[src/rtl/ifetch_queue_pkg.sv]
// Shared definitions for the instruction-fetch front end.
package ifetch_queue_pkg;

  typedef enum logic {
    RUN   = 1'b0,
    DRAIN = 1'b1
  } fetch_state_t;

  // addi x0,x0,0 -- also used by the IF/ID flush path
  localparam logic [31:0] NOP_INSTR = 32'h0000_0013;

endpackage

[src/rtl/ifetch_queue_if.sv]
// Fetch bus: memory request/response, redirect from ID, and decode handshake.
interface ifetch_queue_if #(
  parameter int DataWidth  = 32,
  parameter int InstrWidth = 32
);
  logic                  mem_req_valid;
  logic                  mem_req_ready;
  logic [DataWidth-1:0]  mem_req_addr;
  logic                  mem_rsp_valid;
  logic [InstrWidth-1:0] mem_rsp_data;
  logic                  redirect_valid;
  logic [DataWidth-1:0]  redirect_pc;
  logic                  instr_valid;
  logic                  instr_ready;
  logic [InstrWidth-1:0] instr;
  logic [DataWidth-1:0]  instr_pc;

  modport master (
    output mem_req_valid, mem_req_addr, instr_valid, instr, instr_pc,
    input  mem_req_ready, mem_rsp_valid, mem_rsp_data, redirect_valid, redirect_pc, instr_ready
  );

  modport slave (
    input  mem_req_valid, mem_req_addr, instr_valid, instr, instr_pc,
    output mem_req_ready, mem_rsp_valid, mem_rsp_data, redirect_valid, redirect_pc, instr_ready
  );
endinterface

[src/rtl/ifetch_queue_fetch_fifo.sv]
// Synchronous FIFO of {pc, instr} entries with flush; callers never push when full or pop when empty.
module fetch_fifo #(
  parameter int W     = 64,
  parameter int Depth = 4
) (
  input  logic                       clk,
  input  logic                       rst,
  input  logic                       push_i,
  input  logic                       pop_i,
  input  logic                       flush_i,
  input  logic [W-1:0]               din_i,
  output logic [W-1:0]               dout_o,
  output logic [$clog2(Depth+1)-1:0] count_o,
  output logic                       empty_o
);
  localparam int AW = $clog2(Depth);
  localparam int CW = $clog2(Depth+1);

  logic [Depth-1:0][W-1:0] mem_q;
  logic [AW-1:0]           wr_q, rd_q;
  logic [CW-1:0]           cnt_q;

  always_ff @(posedge clk or negedge rst) begin
    if (!rst) begin
      mem_q <= '0;
      wr_q  <= '0;
      rd_q  <= '0;
      cnt_q <= '0;
    end else if (flush_i) begin
      wr_q  <= '0;
      rd_q  <= '0;
      cnt_q <= '0;
    end else begin
      if (push_i) begin
        mem_q[wr_q] <= din_i;
        wr_q        <= wr_q + AW'(1);
      end
      if (pop_i) rd_q <= rd_q + AW'(1);
      cnt_q <= cnt_q + CW'(push_i) - CW'(pop_i);
    end
  end

  assign dout_o  = mem_q[rd_q];
  assign count_o = cnt_q;
  assign empty_o = (cnt_q == '0);
endmodule

[src/rtl/ifetch_queue.sv]
// In-order fetch front end: credit-limited requests, response queue, redirect flush with stale-response discard.
module ifetch_queue
  import ifetch_queue_pkg::*;
#(
  parameter int                   DataWidth  = 32,
  parameter int                   InstrWidth = 32,
  parameter int                   Depth      = 4,
  parameter logic [DataWidth-1:0] ResetPC    = '0
) (
  input logic          clk,
  input logic          rst,
  ifetch_queue_if.master bus
);
  localparam int CW = $clog2(Depth+1);

  fetch_state_t         state_q;
  logic [CW-1:0]        out_q, disc_q, fifo_cnt, disc_new;
  logic [DataWidth-1:0] fetch_pc_q, rsp_pc_q, redir_pc;
  logic [CW:0]          inflight;
  logic                 credit, req_fire, push, pop, fifo_empty;
  logic [DataWidth+InstrWidth-1:0] head;
  logic                 unused_pc_lsb;

  assign inflight = {1'b0, out_q} + {1'b0, fifo_cnt};
  assign credit   = inflight < (CW+1)'(Depth);
  // Reset gates the request combinationally so it drops the moment rst falls.
  assign bus.mem_req_valid = rst && credit && !bus.redirect_valid;
  assign bus.mem_req_addr  = fetch_pc_q;
  assign req_fire = bus.mem_req_valid && bus.mem_req_ready;

  assign push     = bus.mem_rsp_valid && !bus.redirect_valid && (state_q == RUN);
  assign pop      = !fifo_empty && bus.instr_ready && !bus.redirect_valid;
  assign redir_pc = {bus.redirect_pc[DataWidth-1:2], 2'b00};
  assign disc_new = out_q - CW'(bus.mem_rsp_valid);
  assign unused_pc_lsb = ^bus.redirect_pc[1:0];

  always_ff @(posedge clk or negedge rst) begin
    if (!rst) begin
      state_q    <= RUN;
      out_q      <= '0;
      disc_q     <= '0;
      fetch_pc_q <= ResetPC;
      rsp_pc_q   <= ResetPC;
    end else begin
      out_q <= out_q + CW'(req_fire) - CW'(bus.mem_rsp_valid);
      if (bus.redirect_valid) begin
        fetch_pc_q <= redir_pc;
        rsp_pc_q   <= redir_pc;
        disc_q     <= disc_new;
        state_q    <= (disc_new != '0) ? DRAIN : RUN;
      end else begin
        if (req_fire) fetch_pc_q <= fetch_pc_q + DataWidth'(4);
        if (push)     rsp_pc_q   <= rsp_pc_q + DataWidth'(4);
        if (state_q == DRAIN && bus.mem_rsp_valid) begin
          disc_q <= disc_q - CW'(1);
          if (disc_q == CW'(1)) state_q <= RUN;
        end
      end
    end
  end

  fetch_fifo #(.W(DataWidth+InstrWidth), .Depth(Depth)) u_fifo (
    .clk     (clk),
    .rst     (rst),
    .push_i  (push),
    .pop_i   (pop),
    .flush_i (bus.redirect_valid),
    .din_i   ({rsp_pc_q, bus.mem_rsp_data}),
    .dout_o  (head),
    .count_o (fifo_cnt),
    .empty_o (fifo_empty)
  );

  assign bus.instr_valid = !fifo_empty;
  assign bus.instr       = fifo_empty ? InstrWidth'(NOP_INSTR) : head[InstrWidth-1:0];
  assign bus.instr_pc    = fifo_empty ? '0 : head[DataWidth+InstrWidth-1:InstrWidth];
endmodule

[src/flat_wrapper.sv]
// flat-port wrapper written by rule: the top's interface ports become plain ports
module ifetch_queue_flat import ifetch_queue_pkg::*;
#(
  parameter int                   DataWidth  = 32,
  parameter int                   InstrWidth = 32,
  parameter int                   Depth      = 4,
  parameter logic [DataWidth-1:0] ResetPC    = '0
)
  (clk, rst, bus_mem_req_valid, bus_mem_req_addr, bus_instr_valid, bus_instr, bus_instr_pc, bus_mem_req_ready, bus_mem_rsp_valid, bus_mem_rsp_data, bus_redirect_valid, bus_redirect_pc, bus_instr_ready);
  ifetch_queue_if #(.DataWidth(DataWidth), .InstrWidth(InstrWidth)) bus_i ();
  input logic clk;
  input logic rst;
  output wire logic [$bits(bus_i.mem_req_valid)-1:0] bus_mem_req_valid;
  output wire logic [$bits(bus_i.mem_req_addr)-1:0] bus_mem_req_addr;
  output wire logic [$bits(bus_i.instr_valid)-1:0] bus_instr_valid;
  output wire logic [$bits(bus_i.instr)-1:0] bus_instr;
  output wire logic [$bits(bus_i.instr_pc)-1:0] bus_instr_pc;
  input wire logic [$bits(bus_i.mem_req_ready)-1:0] bus_mem_req_ready;
  input wire logic [$bits(bus_i.mem_rsp_valid)-1:0] bus_mem_rsp_valid;
  input wire logic [$bits(bus_i.mem_rsp_data)-1:0] bus_mem_rsp_data;
  input wire logic [$bits(bus_i.redirect_valid)-1:0] bus_redirect_valid;
  input wire logic [$bits(bus_i.redirect_pc)-1:0] bus_redirect_pc;
  input wire logic [$bits(bus_i.instr_ready)-1:0] bus_instr_ready;
  assign bus_mem_req_valid = bus_i.mem_req_valid;
  assign bus_mem_req_addr = bus_i.mem_req_addr;
  assign bus_instr_valid = bus_i.instr_valid;
  assign bus_instr = bus_i.instr;
  assign bus_instr_pc = bus_i.instr_pc;
  assign bus_i.mem_req_ready = bus_mem_req_ready;
  assign bus_i.mem_rsp_valid = bus_mem_rsp_valid;
  assign bus_i.mem_rsp_data = bus_mem_rsp_data;
  assign bus_i.redirect_valid = bus_redirect_valid;
  assign bus_i.redirect_pc = bus_redirect_pc;
  assign bus_i.instr_ready = bus_instr_ready;
  ifetch_queue #(.DataWidth(DataWidth), .InstrWidth(InstrWidth), .Depth(Depth), .ResetPC(ResetPC)) u_core (.clk(clk), .rst(rst), .bus(bus_i));
endmodule
[config.mk]
export PLATFORM = sky130hd
export DESIGN_NAME = ifetch_queue_flat
export DESIGN_NICKNAME = d
export VERILOG_FILES = /design/src/rtl/ifetch_queue_pkg.sv /design/src/rtl/ifetch_queue_if.sv /design/src/rtl/ifetch_queue_fetch_fifo.sv /design/src/rtl/ifetch_queue.sv /design/src/flat_wrapper.sv
export SDC_FILE = /design/constraint.sdc
export NUM_CORES = 1
export LEC_CHECK = 0
export CAP_MARGIN = 20
export CORE_MARGIN = 1.5
export CORE_UTILIZATION = 40
export CTS_BUF_LIST = sky130_fd_sc_hd__clkbuf_4
export DETAILED_ROUTE_END_ITERATION = 10
export PLACE_DENSITY = 0.68
export REMOVE_ABC_BUFFERS = 1
export SYNTH_ARGS = -nofsm -noshare
export SYNTH_HDL_FRONTEND = slang
export SYNTH_SLANG_ARGS = --single-unit
[constraint.sdc]
create_clock -name clk -period 3.3 [get_ports clk]
set_clock_uncertainty 0.2 [all_clocks]
set_input_delay 0.66 -clock clk [delete_from_list [all_inputs] [get_ports clk]]
set_output_delay 0.66 -clock clk [all_outputs]
set_load 0.05 [all_outputs]
# [Word level (Yosys, flattened, before mapping)]
# Cells that the tools add are included.
[classes] add_sub_neg=11 order_cmp=4 n_eq_ne=1 muxes=22 bitwise=2 reduce_logical=20
[op_table] cell="bitwise mux 256 bit" count=1
[op_table] cell="two-way mux 32 bit" count=6
[op_table] cell="binary-select mux 64 bit (select 2 bit)" count=1
[op_table] cell="demux 64 bit (select 2 bit)" count=1
[op_table] cell="two-way mux 64 bit" count=2
[op_table] cell="adder 32 x 3 -> 32 bit (second input constant)" count=2
[op_table] cell="nonzero test 2 bit" count=5
[op_table] cell="logical AND 1 bit" count=9
[op_table] cell="two-way mux 3 bit" count=3
[op_table] cell="subtractor 3 x 1 -> 3 bit" count=3
[op_table] cell="two-way mux 2 bit" count=4
[op_table] cell="adder 3 x 1 -> 3 bit" count=2
[op_table] cell="< comparator 2 x 3 -> 1 bit (second input constant)" count=2
[op_table] cell="adder 2 x 1 -> 2 bit (second input constant)" count=2
[op_table] cell="adder 3 x 3 -> 4 bit" count=1
[op_table] cell="< comparator 4 x 3 -> 1 bit (second input constant)" count=1
[op_table] cell="two-way mux 1 bit" count=4
[op_table] cell="AND reduction 2 bit" count=2
[op_table] cell="== test 3 x 1 -> 1 bit (second input constant)" count=1
[op_table] cell="zero test 3 bit" count=1
[op_table] cell="nonzero test 3 bit" count=1
[op_table] cell="subtractor 3 x 1 -> 3 bit (second input constant)" count=1
[op_table] cell="greater-or-equal comparator 2 x 1 -> 1 bit (second input constant)" count=1
[op_table] cell="zero test 1 bit" count=2
[op_table] cell="inverter 1 bit" count=2
[totals] regBits=334 in_bits=70 out_inout_bits=98 elab_cells=72

# [Logic depth before layout (Yosys ltp)]
# Gate-level depths: netlist (run 1).
[logic_depth] word_depth=7 mapped_depth=12

# [Hierarchy]
# From an unflattened synthesis (run 1), not the netlist that was laid out.
[hier_totals] cells_unflattened=1211 area_unflattened_um2=17136.4
[by_module_without_submodules] mod="fetch_fifo" instances=1 cells_each=658 area_each_um2=12532.0 seq_area_each_um2=6581.3
[by_module_without_submodules] mod="ifetch_queue" instances=1 cells_each=553 area_each_um2=4604.4 seq_area_each_um2=1676.6

# [Worst setup path before layout (run 1)]
# OpenSTA, ideal clock, no wires.
[synth_path] path_type="in2reg" startpoint="input bus_redirect_valid" endpoint="register u_core.out_q[2]" arrival_time_ns=2.503 setup_slack_ns=0.474 path_stages=10 path_buffers=2 cell_sequence="buf_6 > nor4_4 > nand4_4 > clkinv_4 > clkbuf_1 > ha_1 > inv_1 > fa_1 > xnor2_1 > xnor2_1"
[synth_between] elab_chain_len=5
[synth_rtl] element="start: declaration" line="flat_wrapper.sv:21" text="input wire logic [$bits(bus_i.redirect_valid)-1:0] bus_redirect_valid;"
[synth_rtl] element="zero test 1 bit" line="ifetch_queue.sv:27" text="assign bus.mem_req_valid = rst && credit && !bus.redirect_valid;"
[synth_rtl] element="logical AND 1 bit" line="ifetch_queue.sv:27"
[synth_rtl] element="logical AND 1 bit" line="ifetch_queue.sv:29" text="assign req_fire = bus.mem_req_valid && bus.mem_req_ready;"
[synth_rtl] element="adder 3 x 1 -> 3 bit" line="ifetch_queue.sv:45" text="out_q <= out_q + CW'(req_fire) - CW'(bus.mem_rsp_valid);"
[synth_rtl] element="subtractor 3 x 1 -> 3 bit" line="ifetch_queue.sv:45"
[synth_rtl] element="end signal: assignment" line="ifetch_queue.sv:45"
[synth_rtl] element="end: declaration" line="ifetch_queue.sv:17" text="logic [CW-1:0] out_q, disc_q, fifo_cnt, disc_new;"
# No other way between the ends.
# A chain may end at the register's enable or synchronous reset.

# [Worst setup path in the final report (run 1)]
[layout_path] startpoint="register u_core.u_fifo.rd_q[0]" endpoint="output bus_instr_pc[9]"
[layout_between] elab_chain_len=3
[layout_rtl] element="start: declaration" line="ifetch_queue_fetch_fifo.sv:20" text="logic [AW-1:0] wr_q, rd_q;"
[layout_rtl] element="start signal: assignment" line="ifetch_queue_fetch_fifo.sv:38" text="if (pop_i) rd_q <= rd_q + AW'(1);"
[layout_rtl] element="binary-select mux 64 bit (select 2 bit)" line="ifetch_queue_fetch_fifo.sv:43" text="assign dout_o = mem_q[rd_q];"
[layout_rtl] element="two-way mux 64 bit (implied by the code)" line="ifetch_queue_fetch_fifo.sv:43"
[layout_rtl] element="two-way mux 32 bit" line="ifetch_queue.sv:76" text="assign bus.instr_pc = fifo_empty ? '0 : head[DataWidth+InstrWidth-1:InstrWidth];"
[layout_rtl] element="end: declaration" line="flat_wrapper.sv:17" text="output wire logic [$bits(bus_i.instr_pc)-1:0] bus_instr_pc;"
# No other way between the ends. The select of a mux whose other input is x is not followed.

==> metrics.md, run 1 <==
| Metric | Value |
|---|---|
| Total track usage | `20.73%` |
| Reg2reg start | `u_core.out_q[2]` |
| Post-Syn Area | `15290 µm²` |
| Fmax | `between 0.3 and 0.4 GHz` |
| TritonCTS Buffers | `90` |
| R2R cell count | `9` |
| Most common cell after layout, fill and taps aside | `dfrtp_1` |
| CORE AREA | `~38000 µm²` |
| PortBufs | `161` |
| Total Power | `15.88 mW` |
| H-tree levels | `3` |
| Clk slew on worst S/H paths | `roughly 60 ps` |
| Layout cells sized above 1 | `42.95%` |
| Wirelength, routed | `38.94 mm` |
| Pleak | `8.605 nW` |
| CTS tree | `done` |
| Synth-to-layout area growth | `26.35%` |
| Crit Reg-Reg Endpoint | `u_core.out_q[2]` |
| First-pass GRT wire length | `62.51 mm` |
| Yosys Warn Count | `0` |
| First DRT Iteration DRCs | `549` |
| Starting Density | `40.59%` |
| Vias post-DR | `roughly 10k` |
| Die width | `198.5 µm` |
| Seq/Total Area, Yosys | `52.70%` |
| Final net count | `1449` |
| Worst Setup End Kind | `primary output` |
| Endpoints failing hold | `0` |
| Drt via density | `5.341` |
| Hold Path Class | `input pin to async pin` |
| Startpoint Class | `flip-flop` |
| CTS root buf | `clkbuf_4` |
| Yosys cell types | `50` |
| Largest net degree at the start of global routing | `117` |
| Placed insts | `around 1.8k` |
| Finished Cell Area | `19320 µm²` |
| Max-slew headroom | `49.36%` |
| Min Tclk post-route | `3296 ps` |
| RSZ-0062 raised after global routing | `yes` |
| Status | `complete, no violations` |
| Synthesized flop and latch total | `322` |
| RePlAce Congestion | `0.8154` |
| Worst-path fanout max | `5` |
| Non-filler cells, final | `about 2k` |
| Clock Tree Buf Depth | `3` |
| Vias in the first global route | `around 11k` |
| Die area | `between 30000 and 40000 µm²` |
| Dpl cell area | `~18000 µm²` |
| Worst skew pair latency | `750 ps` |
| Max cap viols | `0` |
| Number of synthesized flops with an enable pin | `0` |
| Avg Cell Area, Syn | `13.49 µm²` |
| Worst Path Arrival | `2440 ps` |
| Detailed Routing Iterations Pass 1 | `6` |
| Most frequent cells in the layout | `dfrtp_1, mux2_2, clkbuf_4` |
| Remaining DRCs | `0` |
| Grt ovf | `0` |
| Cell Pwr Density | `822.0 nW/µm²` |
| Crit path required time | `2440 ps` |
| Worst-margin pin slew | `753.8 ps` |
| I/O pin count | `168` |
| Slew Viols, Final | `0` |
| ANT nets after route | `0` |
| Top_reg_cell synth | `dfrtp_1` |
| Endpoints failing setup | `0` |
| DIE HEIGHT | `198.5 µm` |
| Worst Setup Path Type | `flip-flop to primary output` |
| Syn Inst Count | `between 1k and 1.5k` |
| Clk sinks | `322` |
| R2R setup slack | `710 ps` |
| WHS | `190.2 ps` |
| HPWL Detailed | `24.98 mm` |
| Initial antenna violation count | `1` |
| Fraction of registers with async set/reset | `100.0%` |
| Maximum vdd ir drop | `between 500 and 600 µV` |
| # rows | `71` |
| Crit share post-route | `99.88%` |
| DR WL/cell | `around 20 µm` |
## state kept, by name, summed over array words and instances, names as in the netlist
register	count
u_core.out_q	3
u_core.u_fifo.mem_q	248
u_core.rsp_pc_q	30
u_core.disc_q	3
u_core.u_fifo.count_o	3
u_core.state_q	1
u_core.u_fifo.wr_q	2
u_core.bus.mem_req_addr	30
u_core.u_fifo.rd_q	2
## synthesized netlist by cell type (2+ instances only)
cell type    n  area share, %
dfrtp_1    322             53
mux2_2     252             19
mux4_2      62            9.1
and2_1      61            2.5
nand2_1     48            1.2
clkbuf_1    42            1.0
o21ai_0     35            1.1
nand3_1     34            1.1
nor2_1      32           0.79
xor2_1      31            1.8
buf_2       26           0.85
nand4_1     23           0.94
inv_1       21           0.52
a21oi_1     16           0.52
ha_1        16            1.3
xnor2_1     13           0.74
and3_1      12           0.49
o211ai_1    11           0.54
o311ai_0    11           0.63
a31oi_1      7           0.29
nor4_1       6           0.25
nor3_1       5           0.16
or2_2        5           0.20
buf_4        4           0.20
nor4_4       3           0.42
o21ai_1      3          0.098
a21boi_0     2          0.098
a21o_1       2          0.098
buf_1        2          0.049
fa_1         2           0.26
nor2b_1      2          0.082
nor3_2       2           0.13
o31ai_1      2          0.098
or4_1        2          0.098
## how the worst max path moves through the flow
stage | startpoint | to | slack [ps] | depth (start not counted)
2_1_floorplan | u_core.u_fifo.rd_q[0] | bus_instr[0] | -1140 | 2
3_3_place_gp | bus_mem_rsp_valid | u_core.u_fifo.count_o[2] | 350 | 11
3_5_place_dp | bus_mem_rsp_valid | u_core.u_fifo.count_o[2] | 320 | 11
4_1_cts | u_core.u_fifo.rd_q[0] | bus_instr_pc[9] | -70 | 6
5_1_grt | u_core.u_fifo.rd_q[0] | bus_instr_pc[9] | -70 | 6
6_report | u_core.u_fifo.rd_q[0] | bus_instr_pc[9] | 4 | 6
## power breakdown
group / switching (mW) / internal (mW)
sequential: 0.586 / 4.83
combinational: 3.46 / 3.15
clock: 1.68 / 2.18
total: 5.72 / 10.2
## worst max-delay path, stage by stage, from the launching register on
cell and delay, ps:
dfrtp_4 500, buf_12 150, buf_12 130, buf_16 140, mux4_2 430, and2_4 190, buf_12 140
## kinds of logic (layout without fill, tap and decap cells)
kind of cell,Yosys count,after routing,share of synthesized area (%)
other cells,1,6,0.02453
compound gates,92,92,3.683
simple gates,243,243,8.937
buf+inv,98,394,2.799
mux,315,315,27.76
xor+xnor,44,44,2.521
flops,322,322,52.70
fa+ha+maj,18,18,1.571
## repair_timing
action / CTS / global route
endpoints found under the hold margin: 61 / 0
cloned: 3 / 1
setup endpoints to repair: 62 / 56
pin swaps: 0 / 0
resized for setup: 49 / 4
buffers inserted: 10 / 0
hold buffers: 2 / 0
## layout make-up
type	instances	area [µm²]
Fill cell	3321	18350
Sequential cell	322	8065
Multi-Input combinational cell	716	6893
Timing Repair Buffer	208	2399
Clock buffer	142	1066
Tap cell	511	639.4
Clock inverter	21	158.9
Inverter	23	91.34
Antenna cell	2	5.005
## per-stage QoR
stage               setup slack [ps]  utilization (%)  setup TNS (ps)
finish                         4.035            51.29               0
global route                  -73.36            51.29           -1928
CTS                           -67.27            51.24           -1600
detailed placement             320.8            47.00               0
global placement               351.3            47.00               0
floorplan                      -1139                -         -116210
## metal layers
metal | up-vias | track usage [%] | routed length (µm) | part of all wire [%]
met2 | 292 | 32.59 | 18410 | 47
met3 | 69 | 5.019 | 2188 | 5.6
met1 | 5387 | 27.89 | 17500 | 45
met4 | 0 | 7.660 | 843 | 2.2
met5 | - | 0 | 0 | 0
li1 | 4641 | - | - | -
(Power assumes the default switching activity.)
==> run 2, diff against run 1 <==
- GPL_TIMING_DRIVEN: not set -> 0
==> run 2 against run 1 <==
  * Clock power fell by 7.8%
  * Die area unchanged
  * The run now ends with negative setup slack left
  * Sequential power barely moved
  * First-iteration DRC count grew 21%
  * Sequential cell count unchanged
  * Final cell count decreased by 0.21%
  * Worst setup slack got worse by 28 ps
==> metrics.md, run 2 (synthesized netlist as in run 1, its figures left out) <==
| Metric | Value |
|---|---|
| # rows | `71 (unchanged)` |
| Placed insts | `1744 (was 1766)` |
| CTS tree | `done (unchanged)` |
| Non-filler cells, final | `1941 (was 1945)` |
| Endpoints failing hold | `0 (unchanged)` |
| Worst-margin pin slew | `1012 ps (was 753.8 ps)` |
| ANT nets after route | `0 (unchanged)` |
| Setup slack after layout | `-23.52 ps (was 4.035 ps)` |
| Total Negative Setup Slacks | `-114.7 ps (was 0 ps)` |
| Largest net degree at the start of global routing | `63 (was 117)` |
| Cell Pwr Density | `800.2 nW/µm² (was 822.0 nW/µm²)` |
| Reg area | `8065 µm² (unchanged)` |
| Worst Setup Path Type | `flip-flop to primary output (unchanged)` |
| Largest register FFs | `248 (unchanged)` |
| FILL cells | `3331 (was 3321)` |
| Post-Place Setup Slack | `-1116 ps (was 320.8 ps)` |
| WHS | `127.3 ps (was 190.2 ps)` |
| CORE AREA | `37670 µm² (unchanged)` |
| Drt via density | `5.350 (was 5.341)` |
| Largest register by flop count | `u_core.u_fifo.mem_q (unchanged)` |
| Status | `finished with violations (was complete, no violations)` |
| Fmax | `0.3009 GHz (was 0.3034 GHz)` |
| Total track usage | `20.82% (was 20.73%)` |
| Worst Setup End Kind | `primary output (unchanged)` |
| Wirelength, routed | `40.35 mm (was 38.94 mm)` |
| Hold Path Class | `input pin to async pin (unchanged)` |
| Crit path required time | `2440 ps (about the same)` |
| TritonCTS Buffers | `90 (unchanged)` |
| Clk slew on worst S/H paths | `60 ps (about the same)` |
| Clock Tree Buf Depth | `3 (unchanged)` |
| Vias in the first global route | `10.72k (was 11.13k)` |
| Most common cell after layout, fill and taps aside | `dfrtp_1 (unchanged)` |
| Remaining DRCs | `0 (unchanged)` |
| Pleak | `8.673 nW (was 8.605 nW)` |
| CTS root buf | `clkbuf_4 (unchanged)` |
| Min Tclk post-route | `3324 ps (was 3296 ps)` |
| Worst Path Arrival | `2460 ps (was 2440 ps)` |
| Starting Density | `40.59% (unchanged)` |
| HPWL Detailed | `24.20 mm (was 24.98 mm)` |
| Worst-path fanout max | `7 (was 5)` |
| Area of the multi-input gates | `6903 µm² (was 6893 µm²)` |
| RSZ-0062 raised after global routing | `yes (unchanged)` |
| First-pass GRT wire length | `62.13 mm (was 62.51 mm)` |
| Most frequent cells in the layout | `dfrtp_1, mux2_2, clkbuf_4 (unchanged)` |
| Detailed Routing Iterations Pass 1 | `6 (unchanged)` |
| Die width | `198.5 µm (unchanged)` |
| Layout cells sized above 1 | `42.89% (was 42.95%)` |
| Slew Viols, Final | `0 (unchanged)` |
| I/O pin count | `168 (unchanged)` |
| RePlAce Congestion | `0.7758 (was 0.8154)` |
| Endpoints failing setup | `8 (was 0)` |
| Max cap viols | `0 (unchanged)` |
| H-tree levels | `3 (unchanged)` |
| DIE HEIGHT | `198.5 µm (unchanged)` |
| First DRT Iteration DRCs | `666 (was 549)` |
| Synth-to-layout area growth | `26.70% (was 26.35%)` |
| Worst skew pair latency | `750 ps (about the same)` |
| Failing checks | `negative setup slack` |
| Initial antenna violation count | `3 (was 1)` |
| PortBufs | `161 (unchanged)` |
| Final net count | `1459 (was 1449)` |
| Startpoint Class | `flip-flop (unchanged)` |
| Grt ovf | `0 (unchanged)` |
| Max-slew headroom | `31.96% (was 49.36%)` |
| Clk sinks | `322 (unchanged)` |
| DR WL/cell | `20.79 µm (was 20.02 µm)` |
| Vias post-DR | `10.38k (was 10.39k)` |
| Maximum vdd ir drop | `420.3 µV (was 518.4 µV)` |
| Crit share post-route | `100.7% (was 99.88%)` |
| Die area | `39400 µm² (unchanged)` |
run 2: changes by cell type in the layout (fill, tap and decap cells not counted), sizes merged:
cell and delta:
clkinv -4, dlygate4sd3 +3, bufinv -2, clkbuf -10, clkinvlp +2, buf +2
bufbuf +3, clkdlybuf4s15 +1, diode +1
run 2: layout make-up:
class                           instances  area share, %
Sequential cell                       322          41.64
Multi-Input combinational cell        716          35.64
Timing Repair Buffer                  218          13.31
Clock buffer                          131          5.077
Tap cell                              511          3.301
Clock inverter                         17         0.5038
Inverter                               23         0.4909
Antenna cell                            3        0.03876
run 2: power by group:
| group | internal [mW] | leakage, nW | total [mW] | switching [mW] |
|---|---|---|---|---|
| Sequential | 4.83 | 4.22 | 5.41 | 0.581 |
| Combinational | 3.06 | 3.81 | 6.55 | 3.49 |
| Clock | 1.87 | 0.644 | 3.55 | 1.67 |
| Total | 9.76 | 8.67 | 15.5 | 5.74 |
run 2: what timing repair did:
action,in CTS,in global routing
hold buffers,8,5
setup endpoints to repair,85,66
resized for setup,223,206
pin swaps,0,1
setup buffers,12,14
hold endpoints to repair,132,133
cloned,5,3
run 2: final timing paths:
path / startpoint / endpoint / slack, ps / depth (start not counted)
hold reg to reg: u_core.u_fifo.mem_q[58] / u_core.u_fifo.mem_q[58] / 300 / 1
setup reg to reg: u_core.u_fifo.count_o[2] / u_core.out_q[2] / 240 / 9
setup / recovery: u_core.u_fifo.rd_q[0] / bus_instr[23] / -20 / 6
min in group clk: bus_redirect_valid / u_core.u_fifo.count_o[0] / 240 / 2
max in group asynchronous: rst / u_core.u_fifo.mem_q[157] / 1960 / 5
hold / removal: rst / u_core.rsp_pc_q[25] / 130 / 4
run 2: layer usage:
metal	vias to the layer above	global-route usage [%]	share of wire (%)
li1	4640	-	-
met1	5343	28.58	45
met2	331	32.55	46
met3	68	5.103	6.4
met4	2	6.510	2.1
met5	-	0	0.032
run 2: critical path, cell delays in order, from the launching register on:
cell and delay [ps]:
dfrtp_4 520, buf_8 160, buf_16 150, buf_4 130
mux4_2 400, and2_1 160, buf_2 200
run 2: stage by stage:
step | instance area (µm²) | util, % | power, mW
floorplan | 14960 | - | 9.419
global placement | 17210 | 45.70 | 11.28
detailed placement | 17530 | 46.54 | 11.38
CTS | 18880 | 50.11 | 15.01
global route | 19360 | 51.41 | 16.37
finish | 19370 | 51.43 | 15.50
